**src/rtl/cpu_pkg.sv**
```systemverilog
// cpu_pkg: shared types and constants for the memory port arbiter
package cpu_pkg;
  typedef enum logic [2:0] {IDLE, HOLD_IF, HOLD_LS, WAIT_IF, WAIT_LS} memArbState_t;
  typedef enum logic {OWN_IF, OWN_LS} memOwner_t;
  localparam int MEM_W = 32;
endpackage

```
**src/rtl/mem_port_arb.sv**
```systemverilog
// mem_port_arb: serializes fetch and load/store requests onto one memory port, one transaction in flight
module mem_port_arb
  import cpu_pkg::*;
#(
  parameter int STARVE_MAX = 4
) (
  input  logic             clk,
  input  logic             rst,
  input  logic             ifReq,
  input  logic [MEM_W-1:0] ifAddr,
  output logic             ifGnt,
  output logic             ifRvalid,
  output logic [MEM_W-1:0] ifRdata,
  input  logic             lsReq,
  input  logic             lsWe,
  input  logic [3:0]       lsBe,
  input  logic [MEM_W-1:0] lsAddr,
  input  logic [MEM_W-1:0] lsWdata,
  output logic             lsGnt,
  output logic             lsRvalid,
  output logic [MEM_W-1:0] lsRdata,
  output logic             memReq,
  output logic             memWe,
  output logic [3:0]       memBe,
  output logic [MEM_W-1:0] memAddr,
  output logic [MEM_W-1:0] memWdata,
  input  logic             memGnt,
  input  logic             memRvalid,
  input  logic [MEM_W-1:0] memRdata
);
  memArbState_t r_state, w_next;
  memOwner_t    w_owner;
  logic [3:0]   r_starve_cnt;
  logic         w_req, w_ls;
  assign w_owner = (r_state == IDLE)
    ? ((lsReq && !(ifReq && r_starve_cnt == 4'(STARVE_MAX))) ? OWN_LS : OWN_IF)
    : ((r_state == HOLD_LS || r_state == WAIT_LS) ? OWN_LS : OWN_IF);
  assign w_req = !rst && ((r_state == IDLE) ? (ifReq || lsReq) : (r_state == HOLD_IF || r_state == HOLD_LS));
  // state register; reset abandons any outstanding response
  always_ff @(posedge clk) begin
    if (rst) r_state <= IDLE;
    else     r_state <= w_next;
  end
  // next state: request goes to HOLD or WAIT for its owner, a response in WAIT returns to IDLE
  always_comb begin
    w_next = r_state;
    if (w_req) w_next = memGnt ? ((w_owner == OWN_LS) ? WAIT_LS : WAIT_IF)
                               : ((w_owner == OWN_LS) ? HOLD_LS : HOLD_IF);
    else if ((r_state == WAIT_IF || r_state == WAIT_LS) && memRvalid) w_next = IDLE;
  end
  // output mux: owner's fields on the memory channel, responses routed only to the waiting owner
  always_comb begin
    w_ls     = w_owner == OWN_LS;
    memReq   = w_req;
    memWe    = w_req && w_ls && lsWe;
    memBe    = w_req ? (w_ls ? lsBe : 4'hF) : 4'h0;
    memAddr  = w_req ? (w_ls ? lsAddr : ifAddr) : '0;
    memWdata = (w_req && w_ls) ? lsWdata : '0;
    ifGnt    = w_req && memGnt && !w_ls;
    lsGnt    = w_req && memGnt && w_ls;
    ifRvalid = !rst && r_state == WAIT_IF && memRvalid;
    lsRvalid = !rst && r_state == WAIT_LS && memRvalid;
    ifRdata  = ifRvalid ? memRdata : '0;
    lsRdata  = lsRvalid ? memRdata : '0;
  end
  // starvation counter: LS grants bypassing a pending fetch, saturating at STARVE_MAX
  always_ff @(posedge clk) begin
    if (rst || !ifReq || ifGnt) r_starve_cnt <= '0;
    else if (lsGnt && r_starve_cnt != 4'(STARVE_MAX)) r_starve_cnt <= r_starve_cnt + 4'd1;
  end
endmodule

```
**config.mk**
```make
export PLATFORM = sky130hd
export DESIGN_NAME = mem_port_arb
export DESIGN_NICKNAME = d
export VERILOG_FILES = /design/src/rtl/cpu_pkg.sv /design/src/rtl/mem_port_arb.sv
export SDC_FILE = /design/constraint.sdc
export NUM_CORES = 1
export LEC_CHECK = 0
export BUFFER_PORTS_ARGS = -buffer_cell sky130_fd_sc_hd__clkbuf_2
export CORE_AREA = 2 2 107 109
export CTS_BUF_LIST = sky130_fd_sc_hd__clkbuf_8
export CTS_CLUSTER_DIAMETER = 40
export CTS_CLUSTER_SIZE = 8
export DETAILED_ROUTE_END_ITERATION = 7
export DIE_AREA = 0 0 109 111
export SYNTH_ARGS = -nofsm -noshare
export SYNTH_HDL_FRONTEND = slang
export SYNTH_SLANG_ARGS = --single-unit
export TNS_END_PERCENT = 1
```
**constraint.sdc**
```tcl
create_clock -name clk -period 3.2 [get_ports clk]
set_clock_uncertainty 0.15 [all_clocks]
set_input_delay 0.96 -clock clk [delete_from_list [all_inputs] [get_ports clk]]
set_output_delay 0.96 -clock clk [all_outputs]
set_load 0.01 [all_outputs]
```
# After elaboration in Yosys (flattened, before gate mapping)
# Index checks and enable logic that the tools add are counted.
[word_totals]
output_inout_bits = 138
inputBits = 139
register_bits = 7
wordCells = 51
[op_classes]
n_reduce_logical = 26
mux = 16
eq_ne = 6
addsub = 1
[ops]
columns = ["cell", "n"]
rows = [
  ["$mux 32", 5],
  ["$logic_and 1x1->1", 14],
  ["$mux 3", 4],
  ["$mux 4", 2],
  ["$eq 3x2->1 const B", 2],
  ["$logic_or 1x1->1", 6],
  ["$add 4x1->4 const B", 1],
  ["$eq 4x3->1 const B", 1],
  ["$logic_not 1->1", 4],
  ["$mux 1", 4],
  ["$ne 4x3->1 const B", 1],
  ["$eq 3x1->1 const B", 1],
  ["$eq 3x3->1 const B", 1],
  ["$logic_not 3->1", 1],
  ["$mux 2", 1],
  ["$reduce_bool 2->1", 1],
]

# Longest topological paths before layout
# Gate-level depths: netlist of run 1.
[depth]
ltp_word = 9
mapped_depth = 11

# Least setup slack after synthesis of run 1
# Ideal clock, no wire load.
[synth_path]
kind = "in2out"
from = "in lsReq"
to = "out memWdata[10]"
n_path_buf = 2
arrival_time_ns = 2.050
stages = 6
setup_slack_ns = 0.040
path_cell_list = "nor3_2 a211o_1 buf_6 nor3_2 clkbuf_1 and2_1"
[synth_between]
elab_chain_cells = 5
word_cells_on_any_way = 8
classes_between = "mux (4); reduce/logical (4)"
[synth_rtl]
columns = ["element", "line_no", "rtl"]
rows = [
  ["from (decl)", "mem_port_arb.sv:14", "input logic lsReq,"],
  ["$logic_and 1x1->1 or $logic_or 1x1->1 (tied branches)", "mem_port_arb.sv:36, mem_port_arb.sv:38", ""],
  ["$mux 1, on equally long branches", "mem_port_arb.sv:36, mem_port_arb.sv:38", ""],
  ["$mux 1 or $logic_and 1x1->1 (tied branches)", "mem_port_arb.sv:36, mem_port_arb.sv:38", ""],
  ["$logic_and 1x1->1 (*)", "mem_port_arb.sv:58", "memWdata = (w_req && w_ls) ? lsWdata : '0;"],
  ["$mux 32 (*)", "mem_port_arb.sv:58", ""],
  ["to (decl)", "mem_port_arb.sv:26", "output logic [MEM_W-1:0] memWdata,"],
]
# Mark *: on every way between the ends. The rest lies on a longest branch, timed or not.

# Worst setup path in the final report of run 1
[layout_path]
from = "in rst"
to = "out memWdata[19]"
[layout_between]
elab_chain_cells = 4
[layout_rtl]
columns = ["element", "line_no", "rtl"]
rows = [
  ["from (decl)", "mem_port_arb.sv:8", "input logic rst,"],
  ["$logic_not 1->1", "mem_port_arb.sv:38", "assign w_req = !rst && ((r_state == IDLE) ? (ifReq || lsReq) : (r_state == HOLD_IF || r_state == HOLD_LS));"],
  ["$logic_and 1x1->1", "mem_port_arb.sv:38", ""],
  ["$logic_and 1x1->1", "mem_port_arb.sv:58", ""],
  ["$mux 32", "mem_port_arb.sv:58", ""],
]
# Every way passes these cells.

==> out/results.ini, run 1 <==
[floorplanning]
die_h_um = 111
rows = 39
core_mm2 = 0.0111
fp.dieArea_mm2 = 0.0121
ioPinCount = 277
fp.dieW_um = 109
initial_core_util_pct = 15.9

[grt]
grt_pass1_wl_um = 13600
antenna_found_initial = 1
grt_overflow = 0
grt_max_degree = 34
grt_pass1_vias = 2756
groute.usage.overall_pct = 14.0

[critical_path]
critical_path.max_fanout = 17
critPathCaptureType = output port
r2r_slack_ns = 1.03
r2r_cells = 5
crit_slowest_cell = nor3_4
cp.required_ns = 2.09
r2r_end = r_starve_cnt[0]
arrival_ns = 2.18
r2r-start = r_state[2]
crit_type = input port to output port
worstPathCellList = clkbuf_2 -> a211oi_2 -> nand2b_1 -> nor3_4 -> buf_6 -> buf_16 -> and2_1 -> buf_2
startpoint_type = input port
slowest_delay_ns = 0.25
crit_buf_inv = 4
critPathTopFamily = simple AND/OR/NAND/NOR gates

[detailed_routing]
viasPerCell = 4.27
vias = 3015
route.met3.wl_um = 732
drt_iter0_markers = 164
drc_errors = 0
postRouteAntennaNets = 0
dr.max_layer_used = met5
wl_per_cell_um = 12.9
wl_met2_um = 4480
detail_route.first_pass.iterations = 4
wirelength_um = 9130
wl_met1_um = 3810

[hold_path]
whs_endpoint = r_starve_cnt[3]
hold_start = r_starve_cnt[3]
whs_path_depth = 2
min_path_type = flop to flop

[clocking]
worstSkewPairLatency_ns = 0.22
cts_tree = built
clkSinkCount = 7
htreeDepth = 1
cts_hold_buf = 0
numCtsBuffers = 3
clk_pin_slew_ns = 0.04
cts_buffer_depth = 2
cts_root_buffer = clkbuf_8

[flow_run]
cap_violations = 0

[placed_design]
place.gp.congestion = 0.802
hpwl_um = 7490
io_buffers = 276
dpl_worst_slack_ns = -0.102

[timing]
tightestPinTransition_ns = 0.394
final-hold-violation-count = 0
slew_violations = 0
setup_ws_ns = -0.0872
period_share_pct = 103
fin_crit_ns = 3.29
finalSetupTns_ns = -2.29
setup_viol = 42
rsz0062_at_grt = true
clock.fmax_ghz = 0.304
slew_headroom_pct = 73.7

[layout]
area_growth_pct = 102
num-fill-cells = 1219
final_nets = 706
n_antenna_cell = 0
drive_above_1_share_pct = 55.6

[synthesis]
synthFlopType = dfxtp_1
ys_ff_latch = 7
netlist.area_leader.share_pct = 34.7
synthCells = 292
synth_area_leaders = and2_1 (35%), a21oi_1 (9.9%), nand3_1 (9.9%), o21ai_0 (9.4%), dfxtp_1 (7.9%)
seq_area_frac_synth_pct = 7.94
yosysTopAreaCell = and2_1
synth_edf_count = 0
syn_nets = 434
ys_types = 32
avgSynthCellArea_um2 = 6.05
syn_area_mm2 = 0.00177
yosysWarningCount = 0
synthArstFlopShare_pct = 0

[pwr]
p_per_area_mw_per_mm2 = 205
p_seq_share_pct = 13.9
p_int_w = 0.000427
vdd_drop_max_uv = 129
p_sw_share_pct = 41.7
p_sw_w = 0.000305
clock_power_share_pct = 16.4
cellLeakagePower_nw = 2.03
pwr-share-comb_pct = 69.7

[run_status]
violations = setup timing
run_status = finished with violations

cells in the final DEF, fill, tap and decap left out, drive strengths merged, types with 2 or more instances in the layout:
master,n
and2,98
a21oi,35
nor3,6
a211oi,6
nor2,8
nand3,35
nand2b,3
o31ai,4
o21ai,33
inv,5
clkbuf,247
dfxtp,7
nand2,4
buf,55
or4,3
ha,3
nor3b,2
worst max-delay path by stage:
stage               slack (ns)  startpoint           end  cells after the start
global placement         -0.08       lsReq    memAddr[0]                      6
CTS                      -0.05         rst   memWdata[3]                      8
detailed placement       -0.10       lsReq   memAddr[31]                      7
finish                   -0.09         rst  memWdata[19]                      8
floorplan                 0.04       lsReq  memWdata[10]                      6
global route             -0.18         rst  memWdata[16]                      8
cells in the mapped netlist, drive strengths merged, types with 6 or more instances:
library cell,count
and2,98
a21oi,35
nand3,35
o21ai,33
clkbuf,23
buf,9
nor2,8
dfxtp,7
a211oi,6
nor3,6
state kept, by name (all words and copies together) (netlist names):
name          count
r_starve_cnt      4
r_state           3
worst register-to-register path: stages (launching register included):
cell and delay (ns):
dfxtp_1 0.55, nor3_2 0.09, a211o_1 0.34, buf_6 0.18
or4_1 0.50, a211oi_1 0.26
power by group through the flow:
stage          registers (W)  logic [W]  clock network [W]
3_3_place_gp        0.000103   0.000470                  0
4_1_cts             0.000102   0.000506           0.000122
3_5_place_dp        0.000103   0.000470                  0
6_report            0.000102   0.000510           0.000120
2_1_floorplan      0.0000940   0.000244                  0
5_1_grt             0.000103   0.000564           0.000131
routing by layer:
layer / track usage [%] / vias up
met5: 0 / -
met4: 2.05 / 2
met3: 2.23 / 6
met2: 25.3 / 147
met1: 17.6 / 1319
li1: - / 1541
cells by family (layout without fill, tap and decap cells):
group / Yosys count / after routing / synth area share (%)
simple gates: 166 / 166 / 56.1
compound gates: 80 / 80 / 24.7
buf+inv: 36 / 307 / 9.07
flops: 7 / 7 / 7.94
fa+ha+maj: 3 / 3 / 2.13
metrics by stage:
step                      total power [W]  instances  area [um2]  hold slack [ns]  utilization (%)
after global placement           0.000573        696        3390            0.331             30.6
after CTS                        0.000730        706        3540            0.338             31.9
final                            0.000732        706        3570            0.338             32.2
after detailed placement         0.000574        696        3390            0.333             30.6
after floorplan                  0.000338        292        1770            0.306                -
after global routing             0.000799        706        3570            0.365             32.2
final cells by class:
type / count / area (um2) / area share, %
well taps: 143 / 179 / 5.01
repair buffers: 299 / 1690 / 47.2
multi-input cells: 249 / 1510 / 42.2
clock buffers: 3 / 41.3 / 1.16
clock inverters: 1 / 3.75 / 0.105
inverters: 4 / 15.0 / 0.420
flip-flops and latches: 7 / 140 / 3.92
what timing repair did:
action | 4_1_cts | 5_1_grt
pin swaps | 2 | 3
endpoints found under the setup margin | 72 | 103
endpoints found under the hold margin | 0 | 0
cloned | 1 | 0
buffers inserted | 5 | 0
gates resized for setup | 11 | 39
Note: power is estimated with default switching activity, not from simulation.
==> inputs of run 2 (changes only) <==
--- a/config.mk
+++ b/config.mk
@@ -6,12 +6,13 @@
 export NUM_CORES = 1
 export LEC_CHECK = 0
 export BUFFER_PORTS_ARGS = -buffer_cell sky130_fd_sc_hd__clkbuf_2
-export CORE_AREA = 2 2 107 109
+export CORE_AREA = 5 5 104 106
 export CTS_BUF_LIST = sky130_fd_sc_hd__clkbuf_8
 export CTS_CLUSTER_DIAMETER = 40
 export CTS_CLUSTER_SIZE = 8
 export DETAILED_ROUTE_END_ITERATION = 7
 export DIE_AREA = 0 0 109 111
+export HOLD_SLACK_MARGIN = 0.06
 export SYNTH_ARGS = -nofsm -noshare
 export SYNTH_HDL_FRONTEND = slang
 export SYNTH_SLANG_ARGS = --single-unit
==> run 2 against run 1 <==
Against the previous run: the run still ends with setup timing left; clock-buffer cell count did not move; worst hold slack got worse by 0.0017 ns; sequential power rose by 4%; die area did not move; sequential share of layout area fell by 0.34 points; critical path depth did not move; fmax fell by 0.61%; wire length rose by 17%.
==> out/results.ini, run 2 (synthesis gave the netlist of run 1 again) <==
[critical_path]
r2r_slack_ns = 0.73  ; -0.30 ns
cp_common_cell = nor3_4
slowest_delay_ns = 0.32  ; +0.07 ns
startpoint_type = input port
crit_buf_inv = 4  ; unchanged
worstPathCellList = buf_8 -> nor3_4 -> a211o_1 -> nor3_4 -> buf_6 -> clkbuf_16 -> and2_1 -> buf_2
arrival_ns = 2.20  ; +0.02 ns
critical_path.max_fanout = 8  ; -9
r2r_cells = 7  ; +2
crit_type = input port to output port
crit_slowest_cell = a211o_1
r2r_end = r_starve_cnt[3]
r2r-start = r_state[2]
critPathCaptureType = output port
cp.required_ns = 2.09  ; about the same
critPathTopFamily = buffers and inverters

[clocking]
clkSinkCount = 7  ; unchanged
htreeDepth = 1  ; unchanged
cts_root_buffer = clkbuf_8
cts_buffer_depth = 2  ; unchanged
cts_tree = built
clk_pin_slew_ns = 0.04  ; about the same
worstSkewPairLatency_ns = 0.23  ; about the same
numCtsBuffers = 3  ; unchanged

[layout]
drive_above_1_share_pct = 63.5  ; +7.9 points
final_common_cell = clkbuf_2
top_register = r_starve_cnt
layout_common_cells = clkbuf_2 (210), and2_1 (86), buf_2 (50)
largest_reg_flops = 4  ; unchanged
reg.largest.list = r_starve_cnt x4, r_state x3
area_growth_pct = 124
n_antenna_cell = 0  ; unchanged
final_nets = 716  ; +1.4%

[detailed_routing]
viasPerCell = 4.51  ; +5.6%
wirelength_um = 10600  ; +17%
vias = 3184  ; +5.6%
wl_per_cell_um = 15.1  ; +17%
drc_errors = 0  ; unchanged
postRouteAntennaNets = 0  ; unchanged
drt_iter0_markers = 190  ; +16%
detail_route.first_pass.iterations = 4  ; unchanged

[grt]
grt_pass1_vias = 3152  ; +14%
grt_max_degree = 39  ; +15%
groute.usage.overall_pct = 15.3  ; +1.2 points
antenna_found_initial = 0  ; -1
grt_overflow = 0  ; unchanged
grt_pass1_wl_um = 15300  ; +12%

[timing]
final-hold-violation-count = 0  ; unchanged
whs_ns = 0.336  ; -0.00174 ns
clock.fmax_ghz = 0.302  ; -0.61%
slew_headroom_pct = 64.9  ; -8.8 points
tightestPinTransition_ns = 0.526  ; +0.132 ns
period_share_pct = 103  ; +0.64 points
setup_viol = 67  ; +60%
rsz0062_at_grt = true
slew_violations = 0  ; unchanged
fin_crit_ns = 3.31  ; +0.0203 ns
setup_ws_ns = -0.108  ; -0.0203 ns
finalSetupTns_ns = -2.98  ; -0.689 ns

[hold_path]
whs_path_depth = 2  ; unchanged
whs_endpoint = r_starve_cnt[3]
min_path_type = flop to flop
hold_start = r_starve_cnt[3]

[flow_run]
cap_violations = 0  ; unchanged

[floorplanning]
fp.dieArea_mm2 = 0.0121  ; unchanged
fp.dieW_um = 109  ; unchanged
ioPinCount = 277  ; unchanged
core_mm2 = 0.00968  ; -13%
initial_core_util_pct = 18.2  ; +2.3 points
die_h_um = 111  ; unchanged
rows = 36  ; -7.7%

[run_status]
run_status = finished with violations
violations = setup timing

[placed_design]
hpwl_um = 8150  ; +8.9%
io_buffers = 276  ; unchanged
place.gp.congestion = 0.782  ; -2.5%

[pwr]
vdd_drop_max_uv = 107  ; -17%
p_per_area_mw_per_mm2 = 219  ; +7.0%
cellLeakagePower_nw = 2.17  ; +7.1%

[run 2: report_power, final]
group	total (W)	internal [W]	switching [W]	leakage [nW]
clock	0.000125	0.0000833	0.0000420	0.0269
sequential	0.000106	0.0000915	0.0000144	0.0573
combinational	0.000635	0.000326	0.000309	2.09
[run 2: how the worst max path moves through the flow]
stage	cells past startpoint	to	slack, ns	startpoint
floorplan	6	memWdata[10]	0.04	lsReq
finish	8	memWdata[5]	-0.11	lsReq
CTS	8	memAddr[26]	-0.06	lsReq
global placement	7	memWdata[20]	-0.06	lsReq
detailed placement	7	memWdata[12]	-0.1	lsReq
global route	8	memWdata[27]	-0.16	lsReq
[run 2: final cells by class]
cell class / count / area [um2]
Fill cell: 1007 / 5740
Timing Repair Buffer: 309 / 1900
Multi-Input combinational cell: 249 / 1680
Tap cell: 133 / 166
Sequential cell: 7 / 141
Clock buffer: 3 / 41.3
Inverter: 4 / 15.0
Clock inverter: 1 / 3.75
[run 2: what timing repair did]
action	CTS	global route
gates cloned	1	4
hold buffers	0	0
buffers inserted	5	1
gates resized for setup	37	122
endpoints found under the hold margin	0	0
pin swaps	5	16
endpoints found under the setup margin	98	112
[run 2: layer usage]
metal  global-route usage [%]  share of wire (%)  up-vias
met2                     28.3                 52      157
li1                         -                  -     1569
met4                     2.78               0.59        0
met1                     18.1                 39     1454
met3                     2.62                8.4        4
met5                        0                  0        -
[run 2: stage by stage]
stage / std cells / utilization [%] / total power (W) / cell area [um2] / setup WS (ns)
3_5_place_dp: 692 / 35.8 / 0.000603 / 3460 / -0.0969
6_report: 706 / 40.8 / 0.000866 / 3950 / -0.108
4_1_cts: 702 / 37.8 / 0.000780 / 3660 / -0.0571
3_3_place_gp: 692 / 35.8 / 0.000594 / 3460 / -0.0624
2_1_floorplan: 292 / - / 0.000338 / 1770 / 0.0402
5_1_grt: 706 / 40.8 / 0.000925 / 3950 / -0.161
[run 2: worst register-to-register path, cell delays in order (launching register included)]
cell	delay [ns]
dfxtp_1	0.64
nor3_4	0.08
a211o_1	0.32
buf_4	0.16
buf_4	0.13
buf_4	0.15
or4b_1	0.51
a211oi_1	0.25
==> inputs of run 3 (changes only) <==
--- a/config.mk
+++ b/config.mk
@@ -13,6 +13,7 @@
 export DETAILED_ROUTE_END_ITERATION = 7
 export DIE_AREA = 0 0 109 111
 export HOLD_SLACK_MARGIN = 0.06
+export MAX_ROUTING_LAYER = met4
 export SYNTH_ARGS = -nofsm -noshare
 export SYNTH_HDL_FRONTEND = slang
 export SYNTH_SLANG_ARGS = --single-unit
==> run 3 against run 2 <==
Against the previous run: the flow still finishes with violations (setup timing); cell count is the same; non-clock buffer count is the same; clock power is essentially flat; largest cell class unchanged.
==> out/results.ini, run 3 (synthesis gave the netlist of run 1 again) <==
[placed_design]
dpl_worst_slack_ns = -0.0969  ; unchanged
dpl-instance-area_mm2 = 0.00346  ; unchanged
io_buffers = 276  ; unchanged
place.gp.congestion = 0.793  ; +1.4%
hpwl_um = 8150  ; unchanged

[hold_path]
min_path_type = flop to flop

[timing]
setup_viol = 65  ; -3.0%
clock.fmax_ghz = 0.303  ; about the same
tightestPinTransition_ns = 0.527  ; +0.000900 ns
setup_ws_ns = -0.106  ; +0.00180 ns
fin_crit_ns = 3.31  ; -0.00180 ns
rsz0062_at_grt = true
finalSetupTns_ns = -2.90  ; +0.0796 ns
period_share_pct = 103  ; about the same
slew_violations = 0  ; unchanged
slew_headroom_pct = 64.8  ; about the same
final-hold-violation-count = 0  ; unchanged
whs_ns = 0.331  ; -0.00511 ns

[clocking]
numCtsBuffers = 3  ; unchanged
cts_buffer_depth = 2  ; unchanged
clk_pin_slew_ns = 0.04  ; about the same
cts_root_buffer = clkbuf_8
cts_tree = built
clkSinkCount = 7  ; unchanged
cts_hold_buf = 0  ; unchanged
worstSkewPairLatency_ns = 0.23  ; about the same
htreeDepth = 1  ; unchanged

[detailed_routing]
viasPerCell = 4.55  ; +0.79%
wirelength_um = 10600  ; unchanged
drc_errors = 0  ; unchanged
detail_route.first_pass.iterations = 4  ; unchanged
postRouteAntennaNets = 0  ; unchanged
wl_per_cell_um = 15.1  ; unchanged
vias = 3209  ; +0.79%
drt_iter0_markers = 230  ; +21%

[layout]
top_register = r_starve_cnt
n_antenna_cell = 0  ; unchanged
num-fill-cells = 1007  ; unchanged
area_growth_pct = 123
final_common_cell = clkbuf_2
largest_reg_flops = 4  ; unchanged
layout_common_cells = clkbuf_2 (210), and2_1 (86), buf_2 (50)
drive_above_1_share_pct = 63.2  ; -0.35 points
multi_input_area_mm2 = 0.00167  ; -0.45%
stdcell_area_mm2 = 0.00394  ; -0.19%
reg.largest.list = r_starve_cnt x4, r_state x3
final_core_util_pct = 40.7  ; -0.078 points
regArea_um2 = 141  ; unchanged
final_nets = 716  ; unchanged

[critical_path]
critPathCaptureType = output port
crit_type = input port to output port
r2r_slack_ns = 0.73  ; about the same
critical_path.max_fanout = 8  ; unchanged
startpoint_type = input port
r2r_cells = 7  ; unchanged
arrival_ns = 2.20  ; about the same
crit_start = lsReq
r2r-start = r_state[2]
r2r_end = r_starve_cnt[3]
endpoint = memWdata[5]
cp.required_ns = 2.09  ; about the same

[floorplanning]
ioPinCount = 277  ; unchanged
fp.dieArea_mm2 = 0.0121  ; unchanged
core_mm2 = 0.00968  ; unchanged
fp.dieW_um = 109  ; unchanged
die_h_um = 111  ; unchanged
initial_core_util_pct = 18.2  ; unchanged
rows = 36  ; unchanged

[grt]
grt_pass1_wl_um = 15300  ; +0.27%
grt_pass1_vias = 3152  ; unchanged
grt_max_degree = 39  ; unchanged
antenna_found_initial = 0  ; unchanged
grt_overflow = 0  ; unchanged
groute.usage.overall_pct = 15.7  ; +0.44 points

[pwr]
cellLeakagePower_nw = 2.17  ; about the same
p_per_area_mw_per_mm2 = 219  ; -0.22%
vdd_drop_max_uv = 107  ; -0.28%

[run_status]
violations = setup timing
run_status = finished with violations

[flow_run]
cap_violations = 0  ; unchanged

==> run 3: changes by cell type in the layout (fill, tap and decap cells not counted) <==
cell	change
o21ai_1	+2
o21ai_2	-2
==> run 3: per-stage QoR <==
stage	total power, W	std cells
after global routing	0.000923	706
after global placement	0.000594	692
after floorplan	0.000338	292
after detailed placement	0.000603	692
after CTS	0.000780	702
final	0.000862	706
==> run 3: final cells by class <==
class	count	share of cell area (%)
sequential	7	3.59
inverter	4	0.381
timing repair buffer	309	48.3
multi-input combinational	249	42.4
tap	133	4.22
clock inverter	1	0.0952
clock buffer	3	1.05
==> run 3: metal layers <==
metal / wire (um) / vias up / track usage (%)
met4: 63 / 0 / 2.78
met1: 4330 / 1480 / 19.0
met5: 0 / - / -
met2: 5560 / 159 / 28.3
met3: 690 / 4 / 1.40
li1: - / 1566 / -
==> run 3: worst min path at each step <==
stage	start	to	slack, ns	depth (start not counted)
CTS	r_starve_cnt[3]	r_starve_cnt[3]	0.34	2
floorplan	r_starve_cnt[3]	r_starve_cnt[3]	0.31	2
detailed placement	r_starve_cnt[3]	r_starve_cnt[3]	0.33	2
global route	r_starve_cnt[3]	r_starve_cnt[3]	0.38	2
finish	r_starve_cnt[3]	r_starve_cnt[3]	0.33	2
global placement	r_starve_cnt[3]	r_starve_cnt[3]	0.32	2
==> run 3: report_power, final <==
part | total, W | switching [W] | internal, W
clock | 0.000125 | 0.0000414 | 0.0000832
combinational | 0.000632 | 0.000307 | 0.000325
sequential | 0.000106 | 0.0000143 | 0.0000915
total | 0.000862 | 0.000363 | 0.000500
==> run 3: worst max-delay path: stages <==
cell and delay, ns:
buf_8 0.09, nor3_4 0.03, a211o_1 0.32, nor3_4 0.26
buf_6 0.16, clkbuf_16 0.14, and2_1 0.11, buf_2 0.13
==> run 3: what timing repair did <==
item,4_1_cts,5_1_grt
endpoints found under the setup margin,98,112
resized for setup,37,120
gates cloned,1,4
pin swaps,5,15
setup buffers,5,1
